--- src/rtl/nibble_stream_rx.sv ---
// Purpose : assembles MSB-first 4-bit nibbles into words and buffers them in a small FIFO.
// Latency : final nibble sampled at edge N -> word_valid visible after edge N (1 cycle).
// Backpressure: word_ready low holds the head word; completed words arriving at a full FIFO are dropped (overflow).
//
// Ports:
//   clk, rst_n              - clock (rising edge), asynchronous active-low reset
//   out_valid, out          - incoming nibble strobe and data
//   clr                     - synchronous clear of overflow, frame_err and word_cnt
//   word_valid, word_data   - FIFO head presentation (valid/ready)
//   word_ready              - consumer accept
//   overflow, frame_err     - sticky error flags
//   word_cnt                - words accepted by the consumer, mod 256
module nibble_stream_rx #(
    parameter int NIBBLES    = 4,
    parameter int FIFO_DEPTH = 4,
    parameter int GAP_MAX    = 8
) (
    input  logic                   clk,
    input  logic                   rst_n,
    input  logic                   out_valid,
    input  logic [3:0]             out,
    input  logic                   clr,
    output logic                   word_valid,
    output logic [4*NIBBLES-1:0]   word_data,
    input  logic                   word_ready,
    output logic                   overflow,
    output logic                   frame_err,
    output logic [7:0]             word_cnt
);

    localparam int W     = 4 * NIBBLES;
    localparam int IDX_W = (NIBBLES > 1) ? $clog2(NIBBLES) : 1;
    localparam int GAP_W = $clog2(GAP_MAX + 1);
    localparam int PTR_W = $clog2(FIFO_DEPTH);

    typedef enum logic {
        S_IDLE = 1'b0,
        S_ASM  = 1'b1
    } state_t;

    state_t             state_q, state_d;
    logic [W-1:0]       shreg_q, shreg_d;
    logic [IDX_W-1:0]   idx_q,   idx_d;
    logic [GAP_W-1:0]   gap_q,   gap_d;
    logic [W-1:0]       mem_q [FIFO_DEPTH];
    logic [W-1:0]       mem_d [FIFO_DEPTH];
    // Pointers carry one extra wrap bit to tell full from empty.
    logic [PTR_W:0]     wr_ptr_q, wr_ptr_d;
    logic [PTR_W:0]     rd_ptr_q, rd_ptr_d;
    logic               ovf_q, ovf_d;
    logic               ferr_q, ferr_d;
    logic [7:0]         cnt_q, cnt_d;

    logic               push;
    logic               abort;
    logic [W-1:0]       asm_word;
    logic               fifo_empty;
    logic               fifo_full;
    logic               pop;
    logic               push_ok;

    // ------------------------------------------------------------------
    // State register (all flops)
    // ------------------------------------------------------------------
    always_ff @(posedge clk or negedge rst_n) begin
        if (!rst_n) begin
            state_q  <= S_IDLE;
            shreg_q  <= '0;
            idx_q    <= '0;
            gap_q    <= '0;
            mem_q    <= '{default: '0};
            wr_ptr_q <= '0;
            rd_ptr_q <= '0;
            ovf_q    <= 1'b0;
            ferr_q   <= 1'b0;
            cnt_q    <= '0;
        end else begin
            state_q  <= state_d;
            shreg_q  <= shreg_d;
            idx_q    <= idx_d;
            gap_q    <= gap_d;
            mem_q    <= mem_d;
            wr_ptr_q <= wr_ptr_d;
            rd_ptr_q <= rd_ptr_d;
            ovf_q    <= ovf_d;
            ferr_q   <= ferr_d;
            cnt_q    <= cnt_d;
        end
    end

    // ------------------------------------------------------------------
    // Next-state: assembler
    // ------------------------------------------------------------------
    always_comb begin
        state_d  = state_q;
        shreg_d  = shreg_q;
        idx_d    = idx_q;
        gap_d    = gap_q;
        push     = 1'b0;
        abort    = 1'b0;
        asm_word = shreg_q;

        if (state_q == S_IDLE) begin
            // First nibble lands in the top slot; lower slots are cleared.
            asm_word          = '0;
            asm_word[W-1 -: 4] = out;
        end else begin
            // Subsequent nibbles fill the slot selected by the index.
            for (int i = 0; i < NIBBLES; i++) begin
                if (idx_q == IDX_W'(i)) begin
                    asm_word[W-1-4*i -: 4] = out;
                end
            end
        end

        case (state_q)
            S_IDLE: begin
                if (out_valid) begin
                    gap_d = '0;
                    if (NIBBLES == 1) begin
                        push = 1'b1;
                    end else begin
                        shreg_d = asm_word;
                        idx_d   = IDX_W'(1);
                        state_d = S_ASM;
                    end
                end
            end
            S_ASM: begin
                if (out_valid) begin
                    // A nibble always wins over a timeout in the same cycle.
                    gap_d = '0;
                    if (idx_q == IDX_W'(NIBBLES - 1)) begin
                        push    = 1'b1;
                        idx_d   = '0;
                        state_d = S_IDLE;
                    end else begin
                        shreg_d = asm_word;
                        idx_d   = idx_q + IDX_W'(1);
                    end
                end else if (gap_q == GAP_W'(GAP_MAX - 1)) begin
                    abort   = 1'b1;
                    idx_d   = '0;
                    gap_d   = '0;
                    state_d = S_IDLE;
                end else begin
                    gap_d = gap_q + GAP_W'(1);
                end
            end
            default: begin
                state_d = S_IDLE;
                idx_d   = '0;
                gap_d   = '0;
            end
        endcase
    end

    // ------------------------------------------------------------------
    // Next-state: FIFO, flags, counter
    // ------------------------------------------------------------------
    always_comb begin
        fifo_empty = (wr_ptr_q == rd_ptr_q);
        fifo_full  = (wr_ptr_q[PTR_W] != rd_ptr_q[PTR_W]) &&
                     (wr_ptr_q[PTR_W-1:0] == rd_ptr_q[PTR_W-1:0]);
        pop        = !fifo_empty && word_ready;
        // A pop frees the head slot in the same edge, so a full FIFO can still accept.
        push_ok    = push && (!fifo_full || pop);

        mem_d    = mem_q;
        wr_ptr_d = wr_ptr_q;
        rd_ptr_d = rd_ptr_q;
        if (push_ok) begin
            mem_d[wr_ptr_q[PTR_W-1:0]] = asm_word;
            wr_ptr_d = wr_ptr_q + (PTR_W+1)'(1);
        end
        if (pop) begin
            rd_ptr_d = rd_ptr_q + (PTR_W+1)'(1);
        end

        // clr clears, but an error event in the same cycle still sets its flag.
        ovf_d  = clr ? 1'b0 : ovf_q;
        ferr_d = clr ? 1'b0 : ferr_q;
        if (push && !push_ok) ovf_d  = 1'b1;
        if (abort)            ferr_d = 1'b1;

        if (clr)      cnt_d = '0;
        else if (pop) cnt_d = cnt_q + 8'd1;
        else          cnt_d = cnt_q;
    end

    // ------------------------------------------------------------------
    // Outputs: registered state only, no path from out/out_valid.
    // ------------------------------------------------------------------
    always_comb begin
        word_valid = !fifo_empty;
        word_data  = fifo_empty ? '0 : mem_q[rd_ptr_q[PTR_W-1:0]];
        overflow   = ovf_q;
        frame_err  = ferr_q;
        word_cnt   = cnt_q;
    end

endmodule
--- config.mk ---
export PLATFORM = sky130hd
export DESIGN_NAME = nibble_stream_rx
export DESIGN_NICKNAME = d
export VERILOG_FILES = /design/src/rtl/nibble_stream_rx.sv
export SDC_FILE = /design/constraint.sdc
export NUM_CORES = 1
export LEC_CHECK = 0
export BUFFER_PORTS_ARGS = -buffer_cell sky130_fd_sc_hd__clkbuf_2
export CORE_MARGIN = 5
export CORE_UTILIZATION = 44
export CTS_BUF_LIST = sky130_fd_sc_hd__clkbuf_16
export CTS_CLUSTER_DIAMETER = 60
export CTS_CLUSTER_SIZE = 25
export DETAILED_ROUTE_END_ITERATION = 7
export GPL_TIMING_DRIVEN = 0
export HOLD_SLACK_MARGIN = 0.15
export PLACE_DENSITY = 0.71
export SLEW_MARGIN = 20
export SYNTH_ARGS = -nofsm -noshare
export SYNTH_HDL_FRONTEND = slang
export SYNTH_SLANG_ARGS = --single-unit
--- constraint.sdc ---
create_clock -name clk -period 6.4 [get_ports clk]
set_clock_uncertainty 0.2 [all_clocks]
set_input_delay 0.96 -clock clk [delete_from_list [all_inputs] [get_ports clk]]
set_output_delay 0.96 -clock clk [all_outputs]
set_load 0.02 [all_outputs]
==> results.py, run 1 <==
metrics = {
    "clocking": {
        "tritoncts": "built",
        "insertion_delay_ps": 350,
        "numCtsBuffers": 9,
        "clkSinkCount": 103,
        "clk_pin_slew_ps": 70,
        "htreeDepth": 3,
        "post_cts_resized": 0,
        "clockRootBuffer": "clkbuf_16",
        "holdBufCountCts": 0,
        "postCtsSetupBuffers": 0,
        "clockBufferDepth": 2,
    },
    "drt": {
        "first_iter_violations": 226,
        "drc": 0,
        "via_per_inst": 5.43,
        "wl_per_cell_um": 17.1,
        "dr.pass1.iters": 5,
        "vias": 3467,
        "drtAntennaViolNets": 0,
        "drt-total-wl_um": 10900,
    },
    "final_layout": {
        "diodes": 0,
        "post-route-util": 0.508,
        "synthToLayoutAreaGrowth_pct": 13.2,
        "final_common_cell": "dfrtp_1",
        "final_cell_mix": "dfrtp_1 (103), nand2_1 (98), o21ai_0 (76)",
        "layout.nets": 513,
        "stdcell_area_um2": 5510,
        "fillers": 979,
        "drive_above_1_share": 0.181,
    },
    "timing": {
        "finalSetupTns_ps": 0,
        "fin_crit_sh": 0.569,
        "layout_min_cycle_time_ps": 3640,
        "setup_viol": 0,
        "hold_viol": 0,
        "relSlewSlack": 0.395,
        "fmax_mhz": 275,
        "drv_slew": 0,
        "tightest_slew_ps": 900,
        "rsz0062_at_grt": "false",
    },
    "worst_setup_path": {
        "reg2reg_from": "rd_ptr_q[1]",
        "rr_endpoint": "mem_q[4]",
        "crit_chain": "buf_2 -> xor2_4 -> nor3_2 -> clkbuf_1 -> nor2b_1 -> clkbuf_2",
        "reg2reg_setup_slack_ps": 4010,
        "required_ps": 5240,
        "cpPeakStageDelay_ps": 580,
        "cpLargestDelayFamily": "buffers and inverters",
        "crit_path_start_kind": "register",
        "worstRegToRegCells": 6,
        "startpoint": "rd_ptr_q[1]",
        "path_buf_inv": 3,
        "crit_fanout": 10,
        "cp-end-kind": "output port",
        "critical_path_class": "reg -> out",
        "cpMaxStageDelayCell": "nor3_2",
        "crit_arrival_ps": 2480,
    },
    "min_path": {
        "worstHoldPathType": "in -> async",
    },
    "synth": {
        "synth_seq_area_share": 0.529,
        "synth_top_flop_cell": "dfrtp_1",
        "syn_nets": 468,
        "synth_top_area_cell": "dfrtp_1",
        "synth_edf_count": 0,
        "ys_ff_latch": 103,
        "yosys_warnings": 0,
        "synth_top_area_frac": 0.529,
        "synth-async-reset-ratio": 1.00,
        "synthCells": 448,
        "avgSynthCellArea_um2": 10.9,
        "synth_area_leaders": "dfrtp_1 (53%), o21ai_0 (7.8%), nand2_1 (7.6%), mux4_2 (7.4%), mux2_2 (3.2%)",
        "ys_types": 39,
        "syn_area_um2": 4870,
    },
    "grt": {
        "grt_first_pass_wirelength_um": 18500,
        "antenna_found_initial": 0,
        "grt_max_degree": 91,
        "grt_pass1_vias": 3675,
        "grt_use_total": 0.180,
        "overflow": 0,
    },
    "floorplan": {
        "fp.dieW_um": 115,
        "dieArea_um2": 13300,
        "rows": 38,
        "start_util": 0.449,
        "core_region_area_um2": 10800,
        "die_h_um": 115,
        "pin_count": 36,
    },
    "placed_design": {
        "hpwl_um": 7600,
        "io_buffers": 33,
        "place_area_um2": 5250,
        "gp_congestion": 0.819,
    },
    "power": {
        "peakVddDrop_uv": 162,
        "leakage_nw": 2.47,
        "p_per_area_nw_per_um2": 417,
    },
    "status": {
        "status": "finished, final reports clean",
    },
    "job": {
        "drv_cap": 0,
    },
}
-- worst max-delay path by stage --
| stage | endpoint | slack, ps | cells after the start |
|---|---|---|---|
| 3_5_place_dp | word_data[11] | 3080 | 6 |
| 4_1_cts | word_data[11] | 2710 | 6 |
| 3_3_place_gp | mem_q[57] | 2920 | 1 |
| 2_1_floorplan | word_valid | 3610 | 5 |
| 5_1_grt | word_data[11] | 2520 | 6 |
| 6_report | word_data[11] | 2760 | 6 |
-- routing by layer --
metal / up-vias / global-route usage / wire length [um]
met4: 0 / 0.0689 / 196
met1: 1729 / 0.238 / 4660
met2: 81 / 0.296 / 5490
met3: 14 / 0.0311 / 566
met5: - / 0 / 0
li1: 1643 / - / -
-- flip-flops by register name, summed over array words and instances (netlist names), 2 cells and up --
signal,cells
gap_q,4
idx_q,2
mem_q,64
rd_ptr_q,3
shreg_q,16
word_cnt,8
wr_ptr_q,3
-- cell usage after synthesis, types with 2 or more instances --
| cell type | number |
|---|---|
| dfrtp_1 | 103 |
| nand2_1 | 98 |
| o21ai_0 | 76 |
| clkbuf_1 | 19 |
| nor2b_1 | 17 |
| mux4_2 | 16 |
| mux2_2 | 14 |
| ha_1 | 11 |
| inv_1 | 9 |
| xnor2_1 | 9 |
| nor2_1 | 8 |
| mux2i_1 | 6 |
| a21oi_1 | 5 |
| and2_1 | 5 |
| o21ai_1 | 5 |
| and4_1 | 4 |
| xor2_1 | 4 |
| buf_2 | 3 |
| nand2b_1 | 3 |
| nand4_1 | 3 |
| o31ai_1 | 3 |
| o41ai_2 | 3 |
| or3_1 | 3 |
| buf_1 | 2 |
| buf_4 | 2 |
| nand3_1 | 2 |
| or4_1 | 2 |
| xor2_4 | 2 |
-- power breakdown --
group / switching (mW) / total, mW / internal [mW]
registers: 0.117 / 0.942 / 0.825
logic: 0.514 / 0.854 / 0.340
clock network: 0.240 / 0.501 / 0.261
-- stage by stage --
stage	worst slack (ps)	hold WS [ps]	cells	power, mW
after global routing	2520	246	638	2.45
final	2760	248	638	2.30
after global placement	2920	256	621	1.77
after floorplan	3610	244	448	1.57
after CTS	2710	244	638	2.31
after detailed placement	3080	266	622	1.81
-- kinds of logic (layout without fill, tap and decap cells) --
| family | Yosys count | after routing | share of synthesized area |
|---|---|---|---|
| DFF | 103 | 103 | 0.529 |
| AOI/OAI and AO/OA | 99 | 99 | 0.118 |
| adders and majority gates | 11 | 11 | 0.0283 |
| muxes | 36 | 36 | 0.119 |
| buffers and inverters | 35 | 85 | 0.0293 |
| and+or+nand+nor | 149 | 149 | 0.142 |
| xor gates and xnor gates | 15 | 15 | 0.0347 |
-- area by class of cell --
cell class / instances / area [um2] / share of cell area
buffer: 26 / 109 / 0.0198
clock inverter: 7 / 38.8 / 0.00704
sequential: 103 / 2580 / 0.468
tap: 140 / 175 / 0.0318
inverter: 9 / 33.8 / 0.00613
clock buffer: 9 / 225 / 0.0409
timing repair buffer: 34 / 201 / 0.0365
multi-input combinational: 310 / 2150 / 0.390
Note: power is estimated with default switching activity, not from simulation.
==> run 2, diff against run 1 <==
- clock period: 6.4 -> 3.7 ns (I/O delays scaled with it)
==> results.py, run 2 (synthesis results as in run 1) <==
metrics = {
    "floorplan": {
        "core_region_area_um2": 10800,
        "pin_count": 36,
        "fp.dieW_um": 115,
        "die_h_um": 115,
        "start_util": 0.449,
        "rows": 38,
        "dieArea_um2": 13300,
    },
    "grt": {
        "grt_first_pass_wirelength_um": 18600,
        "overflow": 0,
        "antenna_found_initial": 0,
        "grt_pass1_vias": 3685,
        "grt_max_degree": 91,
        "grt_use_total": 0.180,
    },
    "power": {
        "p_per_area_nw_per_um2": 718,
        "switching_share": 0.378,
        "power_frac_seq": 0.411,
        "p_total_mw": 3.97,
        "p_clk_frac": 0.217,
        "switching_power_mw": 1.50,
        "peakVddDrop_uv": 279,
        "comb_power_share": 0.372,
        "leakage_nw": 2.47,
        "internal_power_mw": 2.47,
    },
    "worst_setup_path": {
        "path_buf_inv": 3,
        "crit_path_start_kind": "register",
        "critical_path_class": "reg -> out",
        "required_ps": 2940,
        "cpMaxStageDelayCell": "nor3_2",
        "crit_chain": "buf_2 -> xor2_4 -> nor3_2 -> clkbuf_1 -> nor2b_1 -> clkbuf_2",
        "cpLargestDelayFamily": "buffers and inverters",
        "cpPeakStageDelay_ps": 590,
        "crit_arrival_ps": 2490,
        "crit_fanout": 10,
        "cp-end-kind": "output port",
    },
    "timing": {
        "layout_min_cycle_time_ps": 3240,
        "drv_slew": 0,
        "relSlewSlack": 0.395,
        "rsz0062_at_grt": "false",
        "fmax_mhz": 308,
        "tightest_slew_ps": 900,
        "setup_viol": 0,
        "worst_slack_ps": 457,
        "fin_crit_sh": 0.876,
        "finalSetupTns_ps": 0,
        "timing.hold.ws_ps": 279,
        "hold_viol": 0,
    },
    "final_layout": {
        "synthToLayoutAreaGrowth_pct": 13.4,
        "final_cell_count_no_fill": 639,
        "drive_above_1_share": 0.180,
        "final_cell_mix": "dfrtp_1 (103), nand2_1 (98), o21ai_0 (76)",
        "top_register": "mem_q",
        "seq_area_um2": 2580,
        "post-route-util": 0.509,
        "stdcell_area_um2": 5520,
        "layout.nets": 514,
        "final_common_cell": "dfrtp_1",
        "multiInputGateArea_um2": 2150,
        "diodes": 0,
        "fillers": 980,
        "largest_register_ffs": 64,
    },
    "drt": {
        "via_per_inst": 5.44,
        "dr.pass1.iters": 4,
        "wl_per_cell_um": 17.0,
        "drc": 0,
        "vias": 3477,
        "first_iter_violations": 222,
        "drtAntennaViolNets": 0,
        "drt-total-wl_um": 10900,
    },
    "clocking": {
        "htreeDepth": 3,
        "clkSinkCount": 103,
        "post_cts_resized": 0,
        "clockRootBuffer": "clkbuf_16",
        "numCtsBuffers": 9,
        "tritoncts": "built",
        "clockBufferDepth": 2,
        "insertion_delay_ps": 350,
        "clk_pin_slew_ps": 70,
    },
    "placed_design": {
        "gp_congestion": 0.819,
        "place_inst": 622,
        "place_area_um2": 5250,
        "detailedPlace.worstSlack_ps": 785,
        "io_buffers": 33,
        "hpwl_um": 7600,
    },
    "min_path": {
        "worstHoldPathType": "reg -> reg",
    },
    "status": {
        "status": "finished, final reports clean",
    },
    "job": {
        "drv_cap": 0,
    },
}
run 2: cell types whose count changed in the layout (fill, tap and decap cells not counted), sizes merged:
| cell | before | now |
|---|---|---|
| dlygate4sd3 | 0 | 1 |
run 2: worst paths after layout:
| kind | startpoint | to | slack [ps] | depth (start not counted) |
|---|---|---|---|---|
| min in group asynchronous | rst_n | shreg_q[6] | 410 | 2 |
| worst max-delay path | rd_ptr_q[1] | word_data[11] | 460 | 6 |
| worst min register to register | mem_q[2] | mem_q[2] | 280 | 2 |
| max in group asynchronous | rst_n | shreg_q[2] | 2250 | 3 |
| worst max register to register | rd_ptr_q[1] | mem_q[4] | 1300 | 6 |
| worst min-delay path | mem_q[2] | mem_q[2] | 280 | 2 |
run 2: per-layer routing:
| metal | wire, um | global-route usage |
|---|---|---|
| met1 | 4600 | 0.239 |
| met2 | 5530 | 0.297 |
| met3 | 567 | 0.0311 |
| met4 | 175 | 0.0689 |
| met5 | 0 | 0 |
run 2: final cells by class:
cell class / instances / area share
Inverter: 9 / 0.00612
Sequential cell: 103 / 0.467
Multi-Input combinational cell: 310 / 0.390
Clock buffer: 9 / 0.0408
Tap cell: 140 / 0.0317
Clock inverter: 7 / 0.00702
Buffer: 26 / 0.0197
Timing Repair Buffer: 35 / 0.0383
run 2: worst min-delay path, stage by stage (launching register included):
cell	delay (ps)
dfrtp_1	340
nand2_1	40
o21ai_0	60
run 2: power by group through the flow:
stage / registers (mW) / logic (mW) / clock network (mW)
floorplan: 1.60 / 1.10 / 0
global placement: 1.62 / 1.44 / 0
detailed placement: 1.65 / 1.49 / 0
CTS: 1.63 / 1.50 / 0.874
global route: 1.67 / 1.65 / 0.924
finish: 1.63 / 1.48 / 0.862
run 2: timing repair:
item | in CTS | in global routing
hold endpoints to repair | 13 | 0
hold buffers | 1 | 0
buffers inserted | 0 | 0
